$ cat config.mk
export PLATFORM = sky130hd
export DESIGN_NAME = cache_mem_arbiter
export DESIGN_NICKNAME = d
export VERILOG_FILES = /design/src/rtl/cache_mem_arbiter_pkg.sv /design/src/rtl/cache_mem_arbiter_pick.sv /design/src/rtl/cache_mem_arbiter.sv
export SDC_FILE = /design/constraint.sdc
export NUM_CORES = 1
export LEC_CHECK = 0
export BUFFER_PORTS_ARGS = -buffer_cell sky130_fd_sc_hd__buf_2
export CAP_MARGIN = 15
export CORE_AREA = 2 2 538 540
export CTS_CLUSTER_SIZE = 8
export DETAILED_ROUTE_END_ITERATION = 10
export DIE_AREA = 0 0 540 542
export PLACE_DENSITY = 0.3
export SLEW_MARGIN = 10
export SYNTH_ARGS = -nofsm -noshare
export SYNTH_HDL_FRONTEND = slang
export SYNTH_SLANG_ARGS = --single-unit
$ cat constraint.sdc
create_clock -name clk -period 4.15 [get_ports clk]
set_clock_uncertainty 0.15 [all_clocks]
set_input_delay 0.415 -clock clk [delete_from_list [all_inputs] [get_ports clk]]
set_output_delay 0.415 -clock clk [all_outputs]
set_load 0.01 [all_outputs]
$ cat src/rtl/cache_mem_arbiter_pkg.sv
// Shared types for the I/D cache memory-port arbiter.
// Line/address widths match the cacheline adaptor.
package arb_types;

  localparam int ARB_ADDR_W = 32;
  localparam int ARB_LINE_W = 256;

  typedef enum logic [1:0] {
    IDLE    = 2'd0,
    GRANT_I = 2'd1,
    GRANT_D = 2'd2,
    RELEASE = 2'd3
  } state_t;

  typedef enum logic {
    REQ_I = 1'b0,
    REQ_D = 1'b1
  } req_id_t;

endpackage

$ cat src/rtl/cache_mem_arbiter_pick.sv
// Tie-break between I-side and D-side line requests.
// ARB_RR_EN: alternate on ties; otherwise D-side always wins.
module arb_pick
  import arb_types::*;
(
  input  logic    i_req,
  input  logic    d_req,
  input  req_id_t last_served,
  output logic    grant_valid,
  output req_id_t grant_id
);

  assign grant_valid = i_req | d_req;

`ifdef ARB_RR_EN
  always_comb begin
    grant_id = REQ_D;
    if (i_req && d_req)
      grant_id = (last_served == REQ_D) ? REQ_I : REQ_D;
    else if (i_req)
      grant_id = REQ_I;
  end
`else
  logic unused_last;
  assign unused_last = last_served;

  // D wins ties so a stalled MEM stage never waits behind fetch
  assign grant_id = d_req ? REQ_D : REQ_I;
`endif

endmodule

$ cat src/rtl/cache_mem_arbiter.sv
// Shares one cacheline memory port between I-cache and D-cache.
// Optional ARB_RR_EN: round-robin tie-break instead of D priority.
module cache_mem_arbiter
  import arb_types::*;
#(
  parameter int ADDR_W = ARB_ADDR_W,
  parameter int LINE_W = ARB_LINE_W
) (
  input  logic              clk,
  input  logic              rst,
  input  logic              i_read,
  input  logic [ADDR_W-1:0] i_addr,
  output logic [LINE_W-1:0] i_rdata,
  output logic              i_resp,
  input  logic              d_read,
  input  logic              d_write,
  input  logic [ADDR_W-1:0] d_addr,
  input  logic [LINE_W-1:0] d_wdata,
  output logic [LINE_W-1:0] d_rdata,
  output logic              d_resp,
  output logic              pmem_read,
  output logic              pmem_write,
  output logic [ADDR_W-1:0] pmem_addr,
  output logic [LINE_W-1:0] pmem_wdata,
  input  logic [LINE_W-1:0] pmem_rdata,
  input  logic              pmem_resp
);

  state_t      state;
  state_t      state_nxt;
  logic        d_req;
  logic        grant_valid;
  req_id_t     grant_id;
  req_id_t     last_served;
  logic        gnt_i;
  logic        gnt_d;
  logic [LINE_W-1:0] i_line;
  logic [LINE_W-1:0] d_line;

  assign d_req = d_read | d_write;
  assign gnt_i = (state == GRANT_I);
  assign gnt_d = (state == GRANT_D);

  arb_pick u_pick (
    .i_req       (i_read),
    .d_req       (d_req),
    .last_served (last_served),
    .grant_valid (grant_valid),
    .grant_id    (grant_id)
  );

  always_comb begin
    state_nxt = state;
    unique case (state)
      IDLE: begin
        if (grant_valid)
          state_nxt = (grant_id == REQ_D) ? GRANT_D : GRANT_I;
      end
      GRANT_I: if (pmem_resp) state_nxt = RELEASE;
      GRANT_D: if (pmem_resp) state_nxt = RELEASE;
      RELEASE: state_nxt = IDLE;
      default: state_nxt = IDLE;
    endcase
  end

  always_ff @(posedge clk or negedge rst) begin
    if (!rst) state <= IDLE;
    else      state <= state_nxt;
  end

  // Write wins if D-side illegally asserts both read and write
  always_comb begin
    pmem_read  = 1'b0;
    pmem_write = 1'b0;
    pmem_addr  = '0;
    pmem_wdata = '0;
    unique case (1'b1)
      gnt_i: begin
        pmem_read = 1'b1;
        pmem_addr = i_addr;
      end
      gnt_d: begin
        pmem_write = d_write;
        pmem_read  = ~d_write;
        pmem_addr  = d_addr;
        pmem_wdata = d_wdata;
      end
      default: ;
    endcase
  end

  assign i_resp = gnt_i & pmem_resp;
  assign d_resp = gnt_d & pmem_resp;

  always_ff @(posedge clk or negedge rst) begin
    if (!rst) begin
      i_line <= '0;
      d_line <= '0;
    end else begin
      if (i_resp) i_line <= pmem_rdata;
      if (d_resp) d_line <= pmem_rdata;
    end
  end

  assign i_rdata = i_resp ? pmem_rdata : i_line;
  assign d_rdata = d_resp ? pmem_rdata : d_line;

`ifdef ARB_RR_EN
  always_ff @(posedge clk or negedge rst) begin
    if (!rst)        last_served <= REQ_D;
    else if (i_resp) last_served <= REQ_I;
    else if (d_resp) last_served <= REQ_D;
  end
`else
  assign last_served = REQ_D;
`endif

`ifndef SYNTHESIS
  a_d_rw_excl: assert property (
    @(posedge clk) disable iff (!rst) !(d_read && d_write)
  );
`endif

endmodule

==> impl_metrics.csv <==
group,metric,value,unit
logic_synthesis,synth_top_family_by_area,"multiplexers",
layout,area_growth,78.8,%
die,num_rows,197,
global_routing,grt_antenna_before_repair,114,
logic_synthesis,synth_edf_count,0,
setup_path,cp_num_buf_inv,3,
die,start_util,0.0743,
drt,viasPerCell,2.78,
logic_synthesis,yosysMostFrequentCell,"dfrtp_1",
clocking,cts_resized,0,
die,die_h,542,um
sta,tns,0,ns
setup_path,critPathKind,"reg2out",
logic_synthesis,synth_flop_cell,"dfrtp_1",
sta,finalHoldViolCount,0,
drt,drt-wirelength-per-cell,23.6,um
power_and_ir_drop,irDropWorstVdd,0.328,mV
place,dp_hpwl,142000,um
drt,vias,19607,
die,ios,1386,
sta,whs,0.115,ns
logic_synthesis,syn_nets,2048,
logic_synthesis,yosysSeqAreaShare,0.604,
logic_synthesis,synth-adder-area-share,0.00176,
place,placed_area,33000,um2
sta,finalMaxSlewViolations,0,
drt,drt-met1-wl,52800,um
drt,drtAntennaViolNets,0,
power_and_ir_drop,power.density,763,nW/um2
logic_synthesis,netlist.top_cell.by_area,"dfrtp_1",
global_routing,grt_pass1_wl,214000,um
logic_synthesis,netlist_instances,1463,
setup_path,crit_arrival,3.23,ns
power_and_ir_drop,power,29.1,mW
setup_path,cpLargestDelayFamily,"buffers and inverters",
drt,highest_layer,"met5",
sta,fin_crit,3.79,ns
drt,route.met3.wl,14600,um
clocking,cts_buffer_depth,4,
logic_synthesis,synth-async-reset-ratio,1.00,
setup_path,required,3.59,ns
power_and_ir_drop,leakagePower,17.5,nW
min_path,hp-class,"in2async",
place,gp_congestion,0.885,
logic_synthesis,synthTopCellsByArea,"dfrtp_1 (60%), mux2_2 (27%), and2_1 (7.5%)",
setup_path,cpPeakStageDelay,0.52,ns
drt,wl,166000,um
logic_synthesis,synth_top_area_share,0.604,
clocking,clk_pin_slew,0.05,ns
setup_path,slowest_stage,"a22oi_1",
setup_path,crit_chain,"inv_1 > ha_4 > buf_12 > a22oi_1 > nor2b_1 > buf_2",
global_routing,overflow,0,
global_routing,grt_max_degree,184,
clocking,h-tree-depth,3,
logic_synthesis,synthesis.area,21300,um2
clocking,clkLatencyLatePin,0.70,ns
setup_path,start_kind,"flop",
place,dp_slack,1.12,ns
sta,setup_viol,0,
logic_synthesis,synth.distinct_cells,15,
drt,drt_pass1_iterations,4,
layout,drive_gt1_frac,0.645,
logic_synthesis,synth_mux_area_frac,0.271,
layout,nets,3721,
logic_synthesis,syn-mean-instance-area,14.6,um2
logic_synthesis,synth-seq-cells,514,
drt,drt_iter0_drc,755,
drt,wl_met2,91000,um
logic_synthesis,synth-xor-area-share,0,
layout,final_area,38100,um2
global_routing,grtUsageTotal,0.109,
setup_path,end_kind,"output port",
clocking,cts_sinks,514,
sta,max_freq,264,MHz
global_routing,grt_pass1_vias,21362,
die,core,287000,um2
clocking,ctsRootBufferMaster,"clkbuf_16",
setup_path,crit_path_max_fanout,183,
die,die_area,293000,um2
sta,rsz0062_at_grt,"false",
job,cap_violations,0,
clocking,numCtsBuffers,82,
die,die_w,540,um
logic_synthesis,yosysWarnings,0,
sta,layout_setup_ws,0.360,ns
place,port_buffers,1385,
sta,worstMarginPinSlew,0.946,ns
logic_synthesis,synth_simple_gate_area_share,0.0865,
logic_synthesis,synth_compound_area_frac,0.0127,
logic_synthesis,ys_top_cells_by_count,"dfrtp_1 (514), mux2_2 (513), and2_1 (257), buf_2 (37), clkbuf_1 (35)",
clocking,cts_tree,"yes",
clocking,postCtsSetupBuffers,0,
sta,max-slew-margin-rel,0.369,
drt,drc,0,
run_status,status,"finished clean",
sta,period_share,0.913,
cell usage in the layout, fill, tap and decap left out:
cell / count
a22oi_1: 32
a2bb2oi_1: 2
and2_1: 257
buf_12: 14
buf_2: 1384
buf_4: 24
buf_8: 1
bufinv_16: 1
clkbuf_1: 10
clkbuf_16: 82
clkbuf_8: 2
clkinv_2: 1
clkinv_4: 2
clkinv_8: 3
clkinvlp_4: 1
dfrtp_1: 514
diode_2: 109
dlygate4sd3_1: 262
ha_1: 1
ha_2: 1
ha_4: 1
inv_1: 5
inv_6: 1
mux2_2: 513
nand2_1: 3
nand2_4: 2
nor2b_1: 33
o21a_1: 1
o21ai_0: 1
or3b_2: 1
what timing repair did:
action | 4_1_cts | 5_1_grt
setup endpoints to repair | 0 | 0
hold buffers | 262 | 0
hold endpoints to repair | 578 | 0
final cells by class:
class	count	area, um2
fill	32871	249000
sequential	514	12900
timing repair buffer	1685	10000
multi-input combinational	848	7960
tap	3781	4730
clock buffer	94	2120
antenna	109	273
clock inverter	9	118
inverter	5	18.8
kinds of logic (layout without fill, tap and decap cells):
logic type / after synthesis / in the layout
mux: 513 / 513
simple gates: 296 / 296
flops: 514 / 514
buf+inv: 101 / 1793
compound gates: 36 / 36
fa+ha+maj: 3 / 3
other cells: 0 / 109
state kept, by name, indices dropped and copies added, names as in the netlist:
name / flops
d_line: 256
i_line: 256
state: 2
per-stage QoR:
stage / cells / util
2_1_floorplan: 1463 / -
3_3_place_gp: 6571 / 0.115
3_5_place_dp: 6571 / 0.115
4_1_cts: 6936 / 0.132
5_1_grt: 7012 / 0.133
6_report: 7045 / 0.133
worst paths after layout:
check,from,endpoint,slack (ns),cells after the start
min,rst,i_line[34],0.11,2
max,state[0],pmem_addr[17],0.36,6
min reg2reg,i_line[59],i_line[59],0.34,1
max in group asynchronous,rst,d_line[110],2.53,3
min in group clk,pmem_rdata[78],d_line[78],0.26,3
max reg2reg,state[1],state[1],1.05,7
metal layers:
layer / vias up / GRT usage
met5: - / 0
met2: 1007 / 0.215
met4: 72 / 0.0437
met3: 287 / 0.0445
met1: 9782 / 0.0976
li1: 8459 / -
report_power, final:
part	internal (mW)	switching, mW	total, mW
sequential	7.55	0.547	8.10
combinational	6.15	8.65	14.8
clock	3.62	2.55	6.17
total	17.3	11.7	29.1
(Power assumes the default switching activity.)
